===== src/rtl/mmio_map_v2.sv =====
// mmio_map_v2 -- data-memory address decoder for RAM and a small peripheral window.
//
// Purpose:
//   The low half of the data address space passes straight through to RAM.
//   The high half (addr[ADDR_W-1] = 1) is an 8-register peripheral window,
//   indexed by addr[2:0]:
//     0 BTN_STATE   R     synchronised button levels
//     1 BTN_EDGE    R/W1C sticky rising-edge flags
//     2 SD_RESP     R     {not_empty, 23'b0, head byte}; 0x000000FF when empty;
//                         a load (readEnable) pops the FIFO
//     3 SD_STATUS   R     bit0 command busy, bit1 overflow, bits[15:8] count
//     4 SD_CMD_LO   R/W   SD_cmd[31:0]
//     5 SD_CMD_HI   R/W   SD_cmd[CMD_W-1:32]; bit31 reads busy, writing 1 starts
//     6 CONTROL     W     bit0 clears overflow, bit1 flushes the FIFO
//     7 reserved
//
// Ports:
//   clk, resetn                 clock, asynchronous active-low reset
//   addr, dataIn, dataOut       processor data-memory port (dataOut is combinational)
//   writeEnable, readEnable     store / load strobes
//   RAM_out, RAM_write          data RAM read data and write strobe
//   BTN                         asynchronous button inputs
//   SD_resp_valid, SD_resp_data response byte stream from the SD controller
//   SD_cmd, SD_cmd_valid, SD_cmd_ready  command valid/ready handshake
module mmio_map_v2 #(
    parameter int ADDR_W     = 12,
    parameter int DATA_W     = 32,
    parameter int NUM_BTN    = 5,
    parameter int CMD_W      = 48,
    parameter int RESP_DEPTH = 8
) (
    input  logic                clk,
    input  logic                resetn,
    input  logic [ADDR_W-1:0]   addr,
    input  logic [DATA_W-1:0]   dataIn,
    output logic [DATA_W-1:0]   dataOut,
    input  logic                writeEnable,
    input  logic                readEnable,
    input  logic [DATA_W-1:0]   RAM_out,
    output logic                RAM_write,
    input  logic [NUM_BTN-1:0]  BTN,
    input  logic                SD_resp_valid,
    input  logic [7:0]          SD_resp_data,
    output logic [CMD_W-1:0]    SD_cmd,
    output logic                SD_cmd_valid,
    input  logic                SD_cmd_ready
);

    localparam int PTR_W = $clog2(RESP_DEPTH);
    localparam int CNT_W = PTR_W + 1;
    localparam int HI_W  = CMD_W - 32;

    // ------------------------------------------------------------------
    // Address decode
    // ------------------------------------------------------------------
    logic       periph_sel;
    logic [2:0] reg_idx;
    logic [7:0] wr_sel;

    assign periph_sel = addr[ADDR_W-1];
    assign reg_idx    = addr[2:0];
    assign RAM_write  = writeEnable & ~periph_sel;

    genvar gi;
    generate
        for (gi = 0; gi < 8; gi++) begin : g_wr_sel
            assign wr_sel[gi] = writeEnable & periph_sel & (reg_idx == 3'(gi));
        end
    endgenerate

    // Only the register index bits of a peripheral address are decoded.
    logic unused_addr;
    assign unused_addr = ^addr[ADDR_W-2:3];

    generate
        if (DATA_W > 32) begin : g_wide_data
            logic unused_data;
            assign unused_data = ^dataIn[DATA_W-1:32];
        end
    endgenerate

    // ------------------------------------------------------------------
    // State
    // ------------------------------------------------------------------
    logic [NUM_BTN-1:0] btn_meta_q, btn_meta_d;
    logic [NUM_BTN-1:0] btn_sync_q, btn_sync_d;
    logic [NUM_BTN-1:0] btn_prev_q, btn_prev_d;
    logic [NUM_BTN-1:0] btn_edge_q, btn_edge_d;
    logic [NUM_BTN-1:0] btn_rise;

    logic [7:0]         resp_mem_q [RESP_DEPTH];
    logic [PTR_W-1:0]   wr_ptr_q, wr_ptr_d;
    logic [PTR_W-1:0]   rd_ptr_q, rd_ptr_d;
    logic [CNT_W-1:0]   count_q, count_d;
    logic               overflow_q, overflow_d;

    logic [CMD_W-1:0]   cmd_q, cmd_d;
    logic               cmd_valid_q, cmd_valid_d;

    // Rising edge of the synchronised level, seen one stage after the synchroniser
    // so that only settled values feed the sticky flags.
    generate
        for (gi = 0; gi < NUM_BTN; gi++) begin : g_btn_rise
            assign btn_rise[gi] = btn_sync_q[gi] & ~btn_prev_q[gi];
        end
    endgenerate

    // ------------------------------------------------------------------
    // FIFO control
    // ------------------------------------------------------------------
    logic fifo_empty, fifo_full, fifo_flush, fifo_pop, fifo_push, ovf_set, ovf_clr;

    always_comb begin
        fifo_empty = (count_q == '0);
        fifo_full  = (count_q == CNT_W'(RESP_DEPTH));
        fifo_flush = wr_sel[6] & dataIn[1];
        ovf_clr    = wr_sel[6] & dataIn[0];
        // A flush overrides everything on that edge, including an arriving byte.
        fifo_pop   = readEnable & periph_sel & (reg_idx == 3'd2) & ~fifo_empty & ~fifo_flush;
        // When full, a same-edge pop frees the slot the new byte lands in.
        fifo_push  = SD_resp_valid & ~fifo_flush & (~fifo_full | fifo_pop);
        ovf_set    = SD_resp_valid & ~fifo_flush & fifo_full & ~fifo_pop;
    end

    // ------------------------------------------------------------------
    // Next-state logic
    // ------------------------------------------------------------------
    always_comb begin
        btn_meta_d = BTN;
        btn_sync_d = btn_meta_q;
        btn_prev_d = btn_sync_q;
        // Set has priority over a write-one-to-clear on the same edge.
        btn_edge_d = btn_edge_q;
        if (wr_sel[1]) begin
            btn_edge_d = btn_edge_d & ~dataIn[NUM_BTN-1:0];
        end
        btn_edge_d = btn_edge_d | btn_rise;

        wr_ptr_d = wr_ptr_q;
        rd_ptr_d = rd_ptr_q;
        count_d  = count_q;
        if (fifo_flush) begin
            wr_ptr_d = '0;
            rd_ptr_d = '0;
            count_d  = '0;
        end else begin
            if (fifo_push) begin
                wr_ptr_d = wr_ptr_q + PTR_W'(1);
            end
            if (fifo_pop) begin
                rd_ptr_d = rd_ptr_q + PTR_W'(1);
            end
            case ({fifo_push, fifo_pop})
                2'b10:   count_d = count_q + CNT_W'(1);
                2'b01:   count_d = count_q - CNT_W'(1);
                default: count_d = count_q;
            endcase
        end
        // A new overflow event wins over a same-edge clear so it is never lost.
        overflow_d = (overflow_q & ~ovf_clr) | ovf_set;

        // The command register is frozen while a request is outstanding.
        cmd_d       = cmd_q;
        cmd_valid_d = cmd_valid_q;
        if (cmd_valid_q) begin
            if (SD_cmd_ready) begin
                cmd_valid_d = 1'b0;
            end
        end else begin
            if (wr_sel[4]) begin
                cmd_d[31:0] = dataIn[31:0];
            end
            if (wr_sel[5]) begin
                cmd_d[CMD_W-1:32] = dataIn[HI_W-1:0];
                if (dataIn[31]) begin
                    cmd_valid_d = 1'b1;
                end
            end
        end
    end

    // ------------------------------------------------------------------
    // Registers
    // ------------------------------------------------------------------
    always_ff @(posedge clk or negedge resetn) begin
        if (!resetn) begin
            btn_meta_q  <= '0;
            btn_sync_q  <= '0;
            btn_prev_q  <= '0;
            btn_edge_q  <= '0;
            wr_ptr_q    <= '0;
            rd_ptr_q    <= '0;
            count_q     <= '0;
            overflow_q  <= 1'b0;
            cmd_q       <= '0;
            cmd_valid_q <= 1'b0;
        end else begin
            btn_meta_q  <= btn_meta_d;
            btn_sync_q  <= btn_sync_d;
            btn_prev_q  <= btn_prev_d;
            btn_edge_q  <= btn_edge_d;
            wr_ptr_q    <= wr_ptr_d;
            rd_ptr_q    <= rd_ptr_d;
            count_q     <= count_d;
            overflow_q  <= overflow_d;
            cmd_q       <= cmd_d;
            cmd_valid_q <= cmd_valid_d;
        end
    end

    // FIFO storage needs no reset: a slot is only visible once count covers it.
    always_ff @(posedge clk) begin
        if (fifo_push) begin
            resp_mem_q[wr_ptr_q] <= SD_resp_data;
        end
    end

    assign SD_cmd       = cmd_q;
    assign SD_cmd_valid = cmd_valid_q;

    // ------------------------------------------------------------------
    // Read mux (combinational from addr and state)
    // ------------------------------------------------------------------
    logic [31:0] rd_word;

    always_comb begin
        rd_word = '0;
        case (reg_idx)
            3'd0: rd_word[NUM_BTN-1:0] = btn_sync_q;
            3'd1: rd_word[NUM_BTN-1:0] = btn_edge_q;
            3'd2: begin
                if (fifo_empty) begin
                    rd_word = 32'h0000_00FF;
                end else begin
                    rd_word = {1'b1, 23'b0, resp_mem_q[rd_ptr_q]};
                end
            end
            3'd3: begin
                rd_word[0]    = cmd_valid_q;
                rd_word[1]    = overflow_q;
                rd_word[15:8] = 8'(count_q);
            end
            3'd4: rd_word = cmd_q[31:0];
            3'd5: begin
                rd_word[HI_W-1:0] = cmd_q[CMD_W-1:32];
                rd_word[31]       = cmd_valid_q;
            end
            default: rd_word = '0;
        endcase
    end

    assign dataOut = periph_sel ? DATA_W'(rd_word) : RAM_out;

endmodule


===== config.mk =====
export PLATFORM = sky130hd
export DESIGN_NAME = mmio_map_v2
export DESIGN_NICKNAME = d
export VERILOG_FILES = /design/src/rtl/mmio_map_v2.sv
export SDC_FILE = /design/constraint.sdc
export NUM_CORES = 1
export LEC_CHECK = 0
export ABC_AREA = 1
export BUFFER_PORTS_ARGS = -buffer_cell sky130_fd_sc_hd__buf_2
export CELL_PAD_IN_SITES_DETAIL_PLACEMENT = 0
export CELL_PAD_IN_SITES_GLOBAL_PLACEMENT = 1
export CORE_MARGIN = 5
export CORE_UTILIZATION = 40
export CTS_CLUSTER_DIAMETER = 200
export DETAILED_ROUTE_END_ITERATION = 7
export PLACE_DENSITY = 0.83
export SETUP_SLACK_MARGIN = 0.1
export SYNTH_ARGS = -nofsm -noshare
export SYNTH_HDL_FRONTEND = slang
export SYNTH_SLANG_ARGS = --single-unit

===== constraint.sdc =====
create_clock -name clk -period 2.4 [get_ports clk]
set_input_delay 0.36 -clock clk [delete_from_list [all_inputs] [get_ports clk]]
set_output_delay 0.36 -clock clk [all_outputs]
set_load 0.01 [all_outputs]

-- Word-level counts from Yosys, hierarchy flattened
Memory sizes are Yosys's and may differ from the RTL's.
Cells that the tools add are included.
- flip-flop bits (word level): 80
- memory bits (writable): 64
- bits of input ports: 95
- output and inout bits: 82
- word-level logic and storage cells: 92
- memories: 1
- memories (name ; words ; bits a word ; rd ports ; clocked after memory_dff ; wr ports ; line ; source):
    resp_mem_q ; 8 ; 8 ; 1 ; 0 ; 1 ; 91 ; logic [7:0] resp_mem_q [RESP_DEPTH];
- add/sub/neg operators: 4
- equality and inequality tests: 9
- multiplexer cells: 21
- bitwise logic cells: 39
- reductions and logical operators: 7
- operators by type and width (cell ; number):
    $mux 32 ; 2
    $pmux 8 s4 ; 1
    $pmux 15 s2 ; 1
    $and 1x1->1 ; 22
    $pmux 3 s5 ; 1
    $mux 3 ; 4
    $not 1->1 ; 12
    $pmux 2 s6 ; 1
    $eq 3x3->1 const B ; 3
    $pmux 3 s3 ; 1
    $pmux 4 s2 ; 1
    $add 3x1->3 const B ; 2
    $eq 3x2->1 const B ; 2
    $mux 1 ; 6
    $and 5x5->5 ; 1
    $mux 5 ; 1
    $not 5->5 ; 1
    $or 5x5->5 ; 1
    $add 4x1->4 const B ; 1
    $eq 4x4->1 const B ; 1
    $logic_not 4->1 ; 1
    $mux 4 ; 1
    $reduce_and 2->1 ; 2
    $reduce_bool 2->1 ; 2
    8 further kinds ; 9

-- Depth between registers and ports, before layout
Gate-level depths: netlist of run 1.
- depth in word-level cells: 10
- gate-level depth with buffers: 14
- gate-level depth less buffers: 14

-- Worst setup path after synthesis of run 1
Ideal clock, no wire load.
- kind: register -> register
- from: register count_q[1]
- to: memory resp_mem_q[1][0], enable pin
- library setup time: 0.370 ns
- arrival time: 1.494 ns
- data required time: 2.030 ns
- slack: 0.535 ns
- stages on the path, launching flop included: 11
- buffers on the path: 0
- clock period less this slack: 1.865 ns
- cells stage by stage: dfrtp_1 -> inv_2 -> nand2_1 -> nor2_4 -> nor2_8 -> inv_2 -> nand2_2 -> nand2_2 -> inv_2 -> nand2_1 -> nor2_1
- cells in the longest elaborated chain, start to end: 8
- elaborated cells between the ends (all ways): 10
- classes of those cells: eq/ne: 1; mux: 2; bitwise: 6; reduce/logical: 1
- RTL lines (element ; line ; source):
    start, declared ; 94 ; logic [CNT_W-1:0] count_q, count_d;
    start signal, assigned ; 204 ; count_q <= count_d;
    $logic_not 4->1 ; 114 ; fifo_empty = (count_q == '0);
    $not 1->1 ; 119 ; fifo_pop = readEnable & periph_sel & (reg_idx == 3'd2) & ~fifo_empty & ~fifo_flush;
    $and 1x1->1 (2 in a row) ; 119 ;
    $or 1x1->1 * ; 121 ; fifo_push = SD_resp_valid & ~fifo_flush & (~fifo_full | fifo_pop);
    $and 1x1->1 * ; 121 ;
    $mux 1 * ; 213 ; if (fifo_push) begin
    $mux 1 (not written as such) * ; 214 ; resp_mem_q[wr_ptr_q] <= SD_resp_data;
    end, declared ; 91 ;
Mark *: on every way between the ends. The rest lies on a longest branch, timed or not.

-- Worst setup path after layout of run 1
- from: register rd_ptr_q[0]
- to: output dataOut[7]
- cells in the longest elaborated chain, start to end: 4
- RTL lines (element ; line ; source):
    start, declared ; 93 ; logic [PTR_W-1:0] rd_ptr_q, rd_ptr_d;
    start signal, assigned ; 203 ; rd_ptr_q <= rd_ptr_d;
    $mem_v2 8x8 ; - ;
    $mux 32 ; 232 ; if (fifo_empty) begin
    $pmux 3 s3 ; 228 ; case (reg_idx)
    $mux 32 ; 252 ; assign dataOut = periph_sel ? DATA_W'(rd_word) : RAM_out;
    end, declared ; 36 ; output logic [DATA_W-1:0] dataOut,
No other way between the ends.

==> run metrics, run 1 <==
status=finished clean; RSZ-0062 raised after global routing=yes; largest net degree at the start of global routing=39; slew margin rel.=67.5%; worst setup path category=reg2out; DIE WIDTH=138 um; Slew @ Worst Pin=0.488 ns; Core ar.=15900 um2; Worst Hold Class=in2reg; fin crit share=95.5%; Slew Limit Fails=0; Top Ports=177; Post-DRT Antenna Nets=0; WL/cell=16.7 um; CP Capture Type=primary output; CTS Buffer Depth=2; share of the synthesized area in the top cell type=30.6%; clock root buffer=clkbuf_16; post-layout util=53.6%; Synth Area per Inst=9.61 um2; met2 GRT Util=31.3%; vias post-DR=5419; syn nets=780; Final Setup Violations=0; first-pass GRT wire length=27.8 mm; DR pass1 iterations=7; drt via density=4.91; Lkg Pwr=4.18 nW; Clock Skew=0.00707 ns; Starting Density=41.0%; top-count cell post-synth=nand2_1; cell count after synthesis=681; Switch Pwr=2.86 mW; initial antenna violation count=0; synthesis-to-finish area growth=30.7%; CTS tree=built; gpl congestion=0.833; Die Y-Extent=138 um; met1 Usage GRT=25.5%; Inst Count DP=1061; register area share after synthesis=60.0%; Syn. warnings=0; DP Area=7740 um2; Site Rows=46; setup slack after layout=0.107 ns; post-place setup slack=0.330 ns; CP Max Fanout=8; Fmax=0.436 GHz; Die Area=19000 um2; DP HPWL=12.8 mm; Async S/R FF share, synth=55.6%; max-cap violation count=0; hold_ws=0.0370 ns; CP arrival=1.93 ns; vias in the first global route=5179; latest clock arrival within the worst-skew pair=0.43 ns; Comb pwr share=30.9%; top cells by count, synth=224 x nand2_1, 80 x dfrtp_1, 74 x o21ai_0; Sequential Power Share=38.2%; initial DRC count=325; CP Data Required Time=2.04 ns; layout cells sized above 1=32.6%; total track usage=19.3%; CTS Buf Count=17; Net Sw Frac=33.4%; clock-pin transition on the worst setup and hold timing paths=0.06 ns; Total Wirelength=18.4 mm; CTS Sinks=144; fin cells=1103; Peak VDD IR=629 uV; post-route cell area=8550 um2; Top Usage Layer GRT=met2; part of the power in the clock network=30.8%; gr ovfl total=0; DRC=0; area leader, netlist=dfrtp_1; top post-synthesis cells by area=dfrtp_1 31%, edfxtp_1 29%, nand2_1 13%; CP Launch Type=flop; endpoints failing hold=0; number of distinct library cells after synthesis=36; H-tree Lvls=4; cell internal pwr=5.72 mW; diode count=0; nets=973; PwrDens=1000 nW/um2; Post-synth EDFFs=64; Main synth FF type=dfrtp_1; GRT met3 Usage=4.54%; r2r setup slk=0.39 ns; min Tclk post-route=2.29 ns; IO Port Bufs=168; synthesized flop and latch total=144; Syn Std Cell Area=6540 um2
==> timing repair <==
| action | in CTS | in global routing |
|---|---|---|
| hold buffers | 1 | 0 |
| endpoints found under the hold margin | 32 | 0 |
| resized for setup | 18 | 9 |
| endpoints found under the setup margin | 8 | 8 |
| pin swaps | 3 | 0 |
| cloned | 1 | 1 |
| buffers inserted | 7 | 0 |
==> stage by stage <==
stage	power, mW	setup TNS, ns
3_5_place_dp	5.61	0
2_1_floorplan	4.66	0
6_report	8.58	0
4_1_cts	8.54	0
3_3_place_gp	5.57	0
5_1_grt	9.07	-0.00384
==> cell usage in the layout, fill, tap and decap left out, types with 7 or more instances in the layout <==
| master | n |
|---|---|
| nand2_1 | 223 |
| buf_2 | 167 |
| dfrtp_1 | 79 |
| o21ai_0 | 73 |
| edfxtp_1 | 64 |
| nand3_1 | 57 |
| inv_1 | 49 |
| buf_4 | 27 |
| clkbuf_16 | 18 |
| mux2_4 | 15 |
| nand3_2 | 14 |
| nor2_1 | 13 |
| a21oi_1 | 9 |
| nand2_2 | 7 |
| a22o_1 | 7 |
==> area by class of cell <==
cell class                      instances  area, um2
Fill cell                            1492       7390
Sequential cell                       144       3930
Multi-Input combinational cell        448       2330
Timing Repair Buffer                  203       1200
Clock buffer                           21        460
Tap cell                              216        270
Inverter                               60        236
Clock inverter                         11        131
==> power groups by stage <==
stage	Combinational (mW)	Sequential, mW	Clock (mW)
finish	2.66	3.28	2.65
global route	2.95	3.33	2.79
CTS	2.58	3.27	2.68
detailed placement	2.27	3.33	0
global placement	2.25	3.32	0
floorplan	1.29	3.36	0
==> flip-flops by register name, indices dropped and copies added (netlist names), 4 cells and up <==
signal / cells
btn_prev_d: 5
btn_meta_q: 5
count_q: 4
SD_cmd: 48
resp_mem_q: 64
btn_edge_q: 5
btn_prev_q: 5
==> final timing paths <==
check	start	to	depth (start not counted)
worst max-delay path	rd_ptr_q[0]$_DFFE_PN0P_	dataOut[7]	9
worst min-delay path	BTN[4]	btn_meta_q[4]$_DFF_PN0_	1
worst max register to register	count_q[2]$_DFFE_PN0P_	resp_mem_q[0][0]$_DFFE_PP_	12
worst min register to register	btn_meta_q[4]$_DFF_PN0_	btn_prev_d[4]$_DFF_PN0_	0
max in group asynchronous	resetn	rd_ptr_q[0]$_DFFE_PN0P_	3
min in group asynchronous	resetn	SD_cmd[21]$_DFFE_PN0P_	2
==> routing by layer <==
metal,wire (um),vias up
met5,0,-
met4,446,0
met3,1240,34
met2,8910,187
met1,7810,2542
li1,-,2656
==> cells by family (layout without fill, tap and decap cells) <==
kind of cell / count (synthesis) / after routing / share of synthesized area (%)
AO/OA/AOI/OAI: 102 / 102 / 8.57
XOR/XNOR: 1 / 1 / 0.134
adder cells (fa/ha/maj): 4 / 4 / 0.765
buffers and inverters: 89 / 295 / 5.72
flip-flops: 144 / 144 / 60.0
multiplexers: 15 / 15 / 3.44
AND/OR/NAND/NOR: 326 / 326 / 21.4
==> critical path, stage by stage (launching register included) <==
cell	delay [ns]
dfrtp_2	0.43
inv_4	0.09
clkbuf_16	0.17
nand2_1	0.06
nand3_1	0.10
nand3_2	0.10
nand3_2	0.11
a21oi_4	0.20
o21ai_0	0.09
buf_2	0.16
Note: power is estimated with default switching activity, not from simulation.
==> inputs of run 2 (changes only) <==
MAX_ROUTING_LAYER = met4   (was unset)
==> run metrics, run 2 (synthesis gave the netlist of run 1 again) <==
gr ovfl total=0; slew margin rel.=67.5%; Worst Hold Class=in2reg; first-pass GRT wire length=27.7 mm; Top Ports=177; Total Wirelength=18.4 mm; Min-Delay Endpoint=btn_meta_q[4]$_DFF_PN0_; Site Rows=46; Most flops, register=resp_mem_q; CP Max Fanout=8; Hold Crit Depth=1; DP Area=7740 um2; register area=3930 um2; RSZ-0062 raised after global routing=yes; Filler Cell Count=1492; H-tree Lvls=4; Peak VDD IR=625 uV; status=finished clean; Slew Limit Fails=0; DIE WIDTH=138 um; diode count=0; commonest non-fill, non-tap cells in the layout=223 x nand2_1, 167 x buf_2, 79 x dfrtp_1; PwrDens=1000 nW/um2; DR pass1 iterations=5; Total Power=8.58 mW; commonest non-fill, non-tap cell in the layout=nand2_1; Slew @ Worst Pin=0.488 ns; CTS tree=built; Die Area=19000 um2; latest clock arrival within the worst-skew pair=0.43 ns; CP Data Required Time=2.04 ns; Lkg Pwr=4.18 nW; CP Capture Type=primary output; Post-DRT Antenna Nets=0; synthesis-to-finish area growth=30.7%; Reg2Reg Launch Point=count_q[2]$_DFFE_PN0P_; WL/cell=16.7 um; fin crit share=95.6%; Starting Density=41.0%; layout cells sized above 1=32.6%; Fmax=0.436 GHz; CTS Sinks=144; Hold Crit Start=BTN[4]; max-cap violation count=0; vias in the first global route=5168; CTS Buf Count=17; largest net degree at the start of global routing=39; min Tclk post-route=2.29 ns; total track usage=19.8%; number of flip-flops in the largest register=64; DP HPWL=12.8 mm; initial antenna violation count=0; CP Launch Type=flop; multi-input logic area=2330 um2; Clock Skew=0.00643 ns; drt via density=4.89; r2r setup slk=0.37 ns; Die Y-Extent=138 um; CTS Buffer Depth=2; worst setup path category=reg2out; nets=973; Core ar.=15900 um2; vias post-DR=5399; Final Setup Violations=0; endpoints failing hold=0; IO Port Bufs=168; post-route cell area=8550 um2; CP arrival=1.93 ns; DRC=0; gpl congestion=0.848; clock-pin transition on the worst setup and hold timing paths=0.06 ns; clock root buffer=clkbuf_16; initial DRC count=329; post-layout util=53.6%; R2R depth=12; r2r endpoint=resp_mem_q[0][0]$_DFFE_PP_; TNS Setup=0 ns
[run 2: final cells by class]
class | instances | area share (%)
sequential | 144 | 45.9
inverter | 60 | 2.76
clock buffer | 21 | 5.38
timing repair buffer | 203 | 14.1
multi-input combinational | 448 | 27.2
clock inverter | 11 | 1.54
tap | 216 | 3.16
[run 2: what timing repair did]
item | 4_1_cts | 5_1_grt
cloned | 1 | 1
pin swaps | 3 | 0
buffers inserted | 7 | 0
hold buffers | 1 | 0
hold endpoints to repair | 32 | 0
endpoints found under the setup margin | 8 | 8
gates resized for setup | 18 | 9
[run 2: power by group]
part	internal, mW	switching [mW]
registers	3.03	0.250
clock network	1.59	1.05
logic	1.10	1.56
total	5.72	2.86
[run 2: routing by layer]
layer / global-route usage, % / vias up / wire length (um) / part of all wire (%)
met5: - / - / 0 / 0
met4: 7.08 / 0 / 331 / 1.8
met3: 4.35 / 26 / 1120 / 6.1
met2: 31.3 / 170 / 9050 / 49
met1: 25.4 / 2546 / 7890 / 43
li1: - / 2657 / - / -
[run 2: worst max-delay path by stage]
stage                                       start                    endpoint  slack (ns)  depth (start not counted)
after floorplan            count_q[1]$_DFFE_PN0P_  resp_mem_q[1][0]$_DFFE_PP_        0.54                         10
after global placement    rd_ptr_q[0]$_DFFE_PN0P_                  dataOut[7]        0.37                          9
after detailed placement  rd_ptr_q[0]$_DFFE_PN0P_                  dataOut[7]        0.33                          9
after CTS                 rd_ptr_q[0]$_DFFE_PN0P_                  dataOut[1]        0.08                         11
after global routing      rd_ptr_q[0]$_DFFE_PN0P_                  dataOut[4]      -0.004                         11
final                      count_q[2]$_DFFE_PN0P_                  dataOut[3]        0.11                         11
[run 2: stage by stage]
step	setup WS (ns)	hold WS, ns	instances
floorplan	0.535	0.0644	681
global placement	0.368	0.333	1061
detailed placement	0.330	0.337	1061
CTS	0.0813	0.0209	1102
global route	-0.00407	0.0241	1103
finish	0.105	0.0391	1103
[run 2: critical path, cell delays in order (launching register included)]
cell,delay [ns]
dfrtp_1,0.38
inv_1,0.10
nand2_1,0.10
nor2_4,0.16
clkinvlp_4,0.11
buf_12,0.15
nand3_2,0.08
nand2_1,0.06
nand3_1,0.09
nand2_1,0.08
nand2_1,0.07
buf_2,0.13
